==> src/rtl/qam_pkg.sv <==
// Shared types, defaults and LUT-generation helper for the 4-QAM transmit path.
// The rounding option of qam4_mixer is selected with the QAM_MIXER_ROUND_EN macro.
package qam_pkg;

  // 2-bit 4-QAM symbol: bit 1 is the I sign, bit 0 is the Q sign
  typedef logic [1:0] symbol_t;

  // 8-bit signed carrier / mixed sample
  typedef logic signed [7:0] sample_t;

  localparam int AMP_DEFAULT       = 127;
  localparam int LUT_DEPTH_DEFAULT = 32;

  // One carrier table entry, round(amp * sin|cos(2*pi*k/depth)), half away from zero.
  // Only ever called with constant arguments, so it folds away at elaboration.
  function automatic sample_t lutValue(input int k, input int depth, input int amp,
                                       input bit cosine);
    real angle;
    real v;
    int  r;
    angle = 2.0 * 3.14159265358979323846 * real'(k) / real'(depth);
    v = real'(amp) * (cosine ? $cos(angle) : $sin(angle));
    if (v >= 0.0) r = $rtoi(v + 0.5);
    else          r = -$rtoi(-v + 0.5);
    return sample_t'(r);
  endfunction

endpackage

==> src/rtl/qam_carrier_lut.sv <==
// Quadrature carrier generator: free-running phase counter feeding a
// registered sine/cosine lookup. Outputs always match the table entry of the
// current phase, so reset lands on phase 0 (sin 0, cos AMP).
module qam_carrier_lut
  import qam_pkg::*;
#(
  parameter int LUT_DEPTH = LUT_DEPTH_DEFAULT,
  parameter int AMP       = AMP_DEFAULT
) (
  input  logic    clk,
  input  logic    rst,
  output sample_t sin_out,
  output sample_t cos_out
);

  localparam int PH_W = $clog2(LUT_DEPTH);

  sample_t          sinTab [LUT_DEPTH];
  sample_t          cosTab [LUT_DEPTH];
  logic [PH_W-1:0]  ph_q;
  logic [PH_W-1:0]  ph_d;

  // Elaboration-time tables, one constant entry per phase
  for (genvar k = 0; k < LUT_DEPTH; k++) begin : gTable
    assign sinTab[k] = lutValue(k, LUT_DEPTH, AMP, 1'b0);
    assign cosTab[k] = lutValue(k, LUT_DEPTH, AMP, 1'b1);
  end

  // Power-of-two depth lets the counter wrap naturally
  assign ph_d = ph_q + 1'b1;

  // Advance phase every clock and register the table entries of the new phase
  always_ff @(posedge clk or posedge rst) begin
    if (rst) begin
      ph_q    <= '0;
      sin_out <= sinTab[0];
      cos_out <= cosTab[0];
    end else begin
      ph_q    <= ph_d;
      sin_out <= sinTab[ph_d];
      cos_out <= cosTab[ph_d];
    end
  end

endmodule

==> src/rtl/qam4_mixer.sv <==
// 4-QAM baseband-to-carrier mixer. Holds the symbol register, maps symbol bits
// to I/Q signs, sums I*cos + Q*sin and registers half of it on each mix strobe.
// Define QAM_MIXER_ROUND_EN to round the halving (half up) instead of truncating.
module qam4_mixer
  import qam_pkg::*;
#(
  parameter int LUT_DEPTH = LUT_DEPTH_DEFAULT,
  parameter int AMP       = AMP_DEFAULT
) (
  input  logic       clk,
  input  logic       rst,
  input  logic       sym_valid,
  input  logic [1:0] sym_in,
  input  logic       mix_en,
  output sample_t    sin_out,
  output sample_t    cos_out,
  output sample_t    signal_out
);

  symbol_t           sym_q;
  symbol_t           sym_d;
  sample_t           signal_q;
  sample_t           signal_d;
  logic signed [8:0] iTerm;
  logic signed [8:0] qTerm;
  logic signed [8:0] sum;
  logic signed [9:0] biased;
  logic signed [9:0] halved;

  qam_carrier_lut #(
    .LUT_DEPTH (LUT_DEPTH),
    .AMP       (AMP)
  ) uCarrier (
    .clk     (clk),
    .rst     (rst),
    .sin_out (sin_out),
    .cos_out (cos_out)
  );

  // Sign-map the held symbol onto the carrier and form the 9-bit sum; the
  // table never reaches -128, so negation cannot overflow
  always_comb begin
    iTerm  = sym_q[1] ? -9'(cos_out) : 9'(cos_out);
    qTerm  = sym_q[0] ? -9'(sin_out) : 9'(sin_out);
    sum    = iTerm + qTerm;
`ifdef QAM_MIXER_ROUND_EN
    biased = 10'(sum) + 10'sd1;
`else
    biased = 10'(sum);
`endif
    halved = biased >>> 1;
    // |halved| <= 127 in both modes (254+1 halves down to 127), so the cast is lossless
    signal_d = mix_en ? sample_t'(halved) : signal_q;
    sym_d    = sym_valid ? sym_in : sym_q;
  end

  // Symbol and output registers; the mixer above sees the pre-edge symbol
  always_ff @(posedge clk or posedge rst) begin
    if (rst) begin
      sym_q    <= 2'b00;
      signal_q <= '0;
    end else begin
      sym_q    <= sym_d;
      signal_q <= signal_d;
    end
  end

  assign signal_out = signal_q;

endmodule

==> config.mk <==
export PLATFORM = sky130hd
export DESIGN_NAME = qam4_mixer
export DESIGN_NICKNAME = d
export VERILOG_FILES = /design/src/rtl/qam_pkg.sv /design/src/rtl/qam_carrier_lut.sv /design/src/rtl/qam4_mixer.sv
export SDC_FILE = /design/constraint.sdc
export NUM_CORES = 1
export LEC_CHECK = 0
export BUFFER_PORTS_ARGS = -buffer_cell sky130_fd_sc_hd__buf_2
export CAP_MARGIN = 5
export CORE_UTILIZATION = 39
export DETAILED_ROUTE_END_ITERATION = 16
export SLEW_MARGIN = 15
export SYNTH_ARGS = -nofsm -noshare
export SYNTH_HDL_FRONTEND = slang
export SYNTH_SLANG_ARGS = --single-unit
==> constraint.sdc <==
create_clock -name clk -period 2.86 [get_ports clk]
set_input_delay 0.572 -clock clk [delete_from_list [all_inputs] [get_ports clk]]
set_output_delay 0.572 -clock clk [all_outputs]
set_load 0.1 [all_outputs]
## Word-level counts from Yosys, hierarchy flattened

Memories as Yosys holds them, arrays and structs flattened. A register that Yosys moved wholly into a read port is not among the register bits.
Cells that the tools add are included.
Widths: inputs -> output; s select.

- Bits in registers: 15
- Bits in read-only memories: 512
- Output and inout port bits: 24
- Logic and storage cells: 12
- Memories: 2

- $add $sub $neg: 4
- Multiplexer cells: 2
- Bitwise logic cells: 1

Memory list:

| memory | words | width | rd ports | clocked after memory_dff | wr ports | RTL line | text |
|---|---|---|---|---|---|---|---|
| (name not given) | 32 | 8 | 1 | 1 | 0 | qam_carrier_lut.sv:41 | `cos_out <= cosTab[ph_d];` |
| (name not given) | 32 | 8 | 1 | 1 | 0 | qam_carrier_lut.sv:40 | `sin_out <= sinTab[ph_d];` |

Operator list:

| kind | count |
|---|---|
| $mux 9 | 2 |
| $neg 8->9 | 2 |
| $add 9x9->9 | 1 |
| $not 5->6 | 1 |
| $add 5x1->5 const B | 1 |

## Depth between registers and ports, before layout

- Depth in word-level cells: 3
- Mapped depth: 11

## Cells and area by module

From an unflattened synthesis, not the netlist that was laid out.

- Cell total of the unflattened synthesis: 279
- Area total of the unflattened synthesis: 2,427.3 sq um

Modules (own cells, without submodules):

| module | instances | cells each | area an instance (sq um) | sequential area each (sq um) |
|---|---|---|---|---|
| qam_carrier_lut | 1 | 166 | 1,395.1 | 534.3 |
| qam4_mixer | 1 | 113 | 1,032.2 | 250.2 |

## Worst setup path before layout

No wires, ideal clock.

- Path kind: register to register
- Start: register uCarrier.sin_out[1]
- End: register signal_q[6] (netlist: signal_out[6])
- Arrival: 2.966 ns
- Data required time: 2.735 ns
- Path slack: -0.231 ns
- Stages on the path, launching flop included: 12
- Buffers on the path: 0
- Period minus slack after synthesis: 3.091 ns
- Path through: dfrtp_1 inv_1 ha_1 or3b_1 o31ai_1 xnor2_1 ha_1 a21o_1 a31o_2 a21oi_1 xnor2_1 mux2_2

- Word-level cells in the longest chain between the ends: 3

Ends and longest elaborated chain:

| element | RTL line | text |
|---|---|---|
| from (decl) | qam_carrier_lut.sv:12 | `output sample_t sin_out,` |
| $neg 8->9 | qam4_mixer.sv:44 | `qTerm = sym_q[0] ? -9'(sin_out) : 9'(sin_out);` |
| $mux 9 * | qam4_mixer.sv:44 |  |
| $add 9x9->9 * | qam4_mixer.sv:45 | `sum = iTerm + qTerm;` |
| to (signal assigned) | qam4_mixer.sv:64 | `signal_q <= signal_d;` |
| to (decl) | qam4_mixer.sv:22 | `sample_t signal_q;` |

Mark *: on every way between the ends. The rest lies on a longest branch, timed or not.
A chain may end at the register's enable or synchronous reset.

## Worst setup path in the final report

- Start: register uCarrier.sin_out[0]
- End: register signal_q[6] (netlist: signal_out[6])

The elaborated chain is that of the path after synthesis.

==> reports/summary.log <==
qor: die.standard_cell_row_count 28
qor: synth.ys.warnings.count 0
qor: synth.synth_area_per_cell 8.72 um^2
qor: layout.area_growth_from_synthesis_to_final_layout 14.5%
qor: critical_path.path_class reg2reg
qor: die.floorplan.io_pins 30
qor: sta.finalHoldViolCount 0
qor: clock_network.skew_pair_late_insertion_delay 0.29 ns
qor: synth.postSynthRegisterBits 31
qor: detailed_routing.wire_per_inst 14.8 um
qor: sta.final_setup_violation_count 0
qor: power.share_of_power_burned_in_combinational_logic 32.5%
qor: synth.yosysSeqAreaShare 32.0%
qor: synth.syn-num-nets 304
qor: detailed_routing.drt_iter0_drc 112
qor: layout.most-common-layout-cells 32 x nand2_1, 29 x buf_2, 23 x o21ai_0
qor: layout.antennaDiodeCount 0
qor: layout.fill_cell_instance_count_of_the_final_layout 576
qor: run_status.status finished, final reports clean
qor: die.initial_core_util 40.9%
qor: sta.unrepaired_setup_endpoints_after_global_routing false
qor: sta.finalCriticalPeriod 2.74 ns
qor: clock_network.post-cts-setup-buffers 0
qor: sta.fin_crit_sh 95.8%
qor: sta.maxSlewHeadroom 48.4%
qor: detailed_routing.drt-total-wl 5700 um
qor: layout.final_common_cell nand2_1
qor: layout.final_cell_area 0.00281 mm^2
qor: place.detailed_place_hpwl 4450 um
qor: place.gp_congestion 0.903
qor: critical_path.crit_path_max_fanout 6
qor: global_routing.globalRouteTotalUtil 19.6%
qor: sta.worstMarginPinSlew 0.773 ns
qor: synth.gate_count_post_synth 281
qor: power.power.clock.fraction 32.7%
qor: clock_network.clock_tree_from_tritoncts done
qor: power.internal_power 881 uW
qor: critical_path.critPathRequiredTime 3.04 ns
qor: place.place_area 0.00268 mm^2
qor: power.p_sw_share 37.2%
qor: global_routing.number_of_global_route_vias_before_repair 1999
qor: critical_path.worstSetupEndpointType flop
qor: clock_network.clock-sinks 31
qor: die.die-height 81.3 um
qor: detailed_routing.vias_after_detailed_routing 2122
qor: layout.layoutNonFillerInstCount 384
qor: power.vdd.ir_drop.worst 0.435 mV
qor: sta.tns 0 ns
qor: die.die_width 81.3 um
qor: sta.fin_skew 0.00884 ns
qor: power.switching_power 522 uW
qor: layout.fin_nets 331
qor: power.power_density 500 mW/mm^2
qor: detailed_routing.detail_route.drc_violations 0
qor: clock_network.htreeDepth 2
qor: die.fp.coreArea 0.00599 mm^2
qor: clock_network.cts_buffers 5
qor: global_routing.grt_max_degree 22
qor: detailed_routing.dr_pass1_iterations 4
qor: clock_network.cts.path.max_buffers 2
qor: synth.synth_top_flop_cell dfrtp_1
qor: power.sequentialPowerShare 34.8%
qor: sta.setup_ws_final 0.119 ns
qor: synth.synth_cell_types 54
qor: synth.synth_enable_flop_cells 0
qor: die.total_die_area 0.00660 mm^2
qor: global_routing.grt_pass1_wl 9860 um
qor: critical_path.timing.critical_path.from_type flop
qor: clock_network.clkTransAtPathRegs 0.07 ns
qor: synth.synth_area 0.00245 mm^2
qor: sta.report.final.slew_viol_count 0
qor: place.port-buffer-count 29
qor: detailed_routing.ant_nets 0
qor: global_routing.global_route.overflow_total 0
qor: detailed_routing.avg_vias_per_cell 5.53
qor: place.pre_cts_ws 0.0873 ns
qor: synth.ys_async_sr_fraction 100%
qor: flow_run.maxCapViolCount 0
qor: layout.drive_above_1_share 23.9%
qor: clock_network.clock-root-buffer clkbuf_8
qor: critical_path.timing.critical_path.arrival 2.92 ns
qor: layout.final_core_util 46.8%
qor: hold_path.hold_class in2async
qor: place.cell_count_after_placement 376
qor: power.leakage 0.00121 uW
qor: sta.clock.fmax 365 MHz
qor: global_routing.antenna_found_initial 0
cell usage after synthesis, types with 4 or more instances:
| cell | n | area (um^2) |
|---|---|---|
| a211oi_1 | 5 | 37.5 |
| a21o_1 | 4 | 30.0 |
| a21oi_1 | 16 | 80.1 |
| a31oi_1 | 5 | 31.3 |
| clkbuf_1 | 11 | 41.3 |
| dfrtp_1 | 24 | 601 |
| dfstp_2 | 7 | 184 |
| ha_1 | 16 | 200 |
| inv_1 | 16 | 60.1 |
| mux2_2 | 6 | 67.6 |
| nand2_1 | 32 | 120 |
| nand3_1 | 6 | 30.0 |
| nor2_1 | 18 | 67.6 |
| o211ai_1 | 8 | 60.1 |
| o21a_1 | 4 | 30.0 |
| o21ai_0 | 23 | 115 |
| o31ai_1 | 5 | 37.5 |
| xnor2_1 | 18 | 158 |
| xor2_1 | 5 | 43.8 |
sequential cells by signal, summed over array words and instances (netlist names):
register / flops
signal_out: 8
uCarrier.ph_q: 5
sym_q: 2
uCarrier.cos_out: 8
uCarrier.sin_out: 8
cell families after synthesis:
family                     synth area share [%]
AOI/OAI and AO/OA                          23.5
and+or+nand+nor                            13.9
buffers and inverters                      6.44
DFF                                        32.0
xor gates and xnor gates                   9.35
adders and majority gates                  8.99
muxes                                      5.82
what timing repair did:
action,4_1_cts,5_1_grt
endpoints found under the hold margin,0,0
gates resized for setup,0,1
hold buffers,0,0
setup endpoints to repair,0,1
through the flow:
stage	total power, uW	hold slack (ns)
after floorplan	882	0.595
after global placement	948	0.457
after detailed placement	952	0.464
after CTS	1410	0.435
after global routing	1470	0.465
final	1400	0.411
path summary, 6_finish.rpt:
check                                       to  cells past startpoint           startpoint  slack [ns]
max                              signal_out[6]                     11  uCarrier.sin_out[0]        0.12
min                        uCarrier.sin_out[6]                      2                  rst        0.41
max reg2reg                      signal_out[6]                     11  uCarrier.sin_out[0]        0.12
min reg2reg                      signal_out[3]                      1        signal_out[3]        0.47
max in group asynchronous  uCarrier.cos_out[5]                      3                  rst        1.78
min in group clk                 signal_out[3]                      1        signal_out[3]        0.47
metal layers:
metal / global-route usage [%] / wire [um]
met2: 32.4 / 2710
met4: 4.46 / 38
met3: 4.27 / 306
met1: 26.1 / 2640
met5: 0 / 0
power by group through the flow:
stage	sequential, uW	clock (uW)	combinational (uW)
2_1_floorplan	693	0	189
3_5_place_dp	497	0	454
5_1_grt	495	483	489
3_3_place_gp	496	0	451
6_report	489	458	456
4_1_cts	489	465	455
layout make-up:
cell class / instances / area [um^2] / area share [%]
inverter: 18 / 67.6 / 2.41
tap: 75 / 93.8 / 3.35
clock buffer: 6 / 82.6 / 2.94
timing repair buffer: 38 / 213 / 7.58
clock inverter: 2 / 35.0 / 1.25
multi-input combinational: 214 / 1520 / 54.1
sequential: 31 / 795 / 28.3
critical path, stage by stage (launching register included):
cell and delay (ns):
dfrtp_4 0.50, inv_1 0.07, ha_1 0.15, or3b_4 0.39, o31ai_2 0.20, xnor2_1 0.15
ha_1 0.31, a21o_1 0.20, a31o_2 0.22, a21oi_2 0.11, xnor2_1 0.07, mux2_2 0.25
No activity file was read; power rests on OpenSTA's default activity.
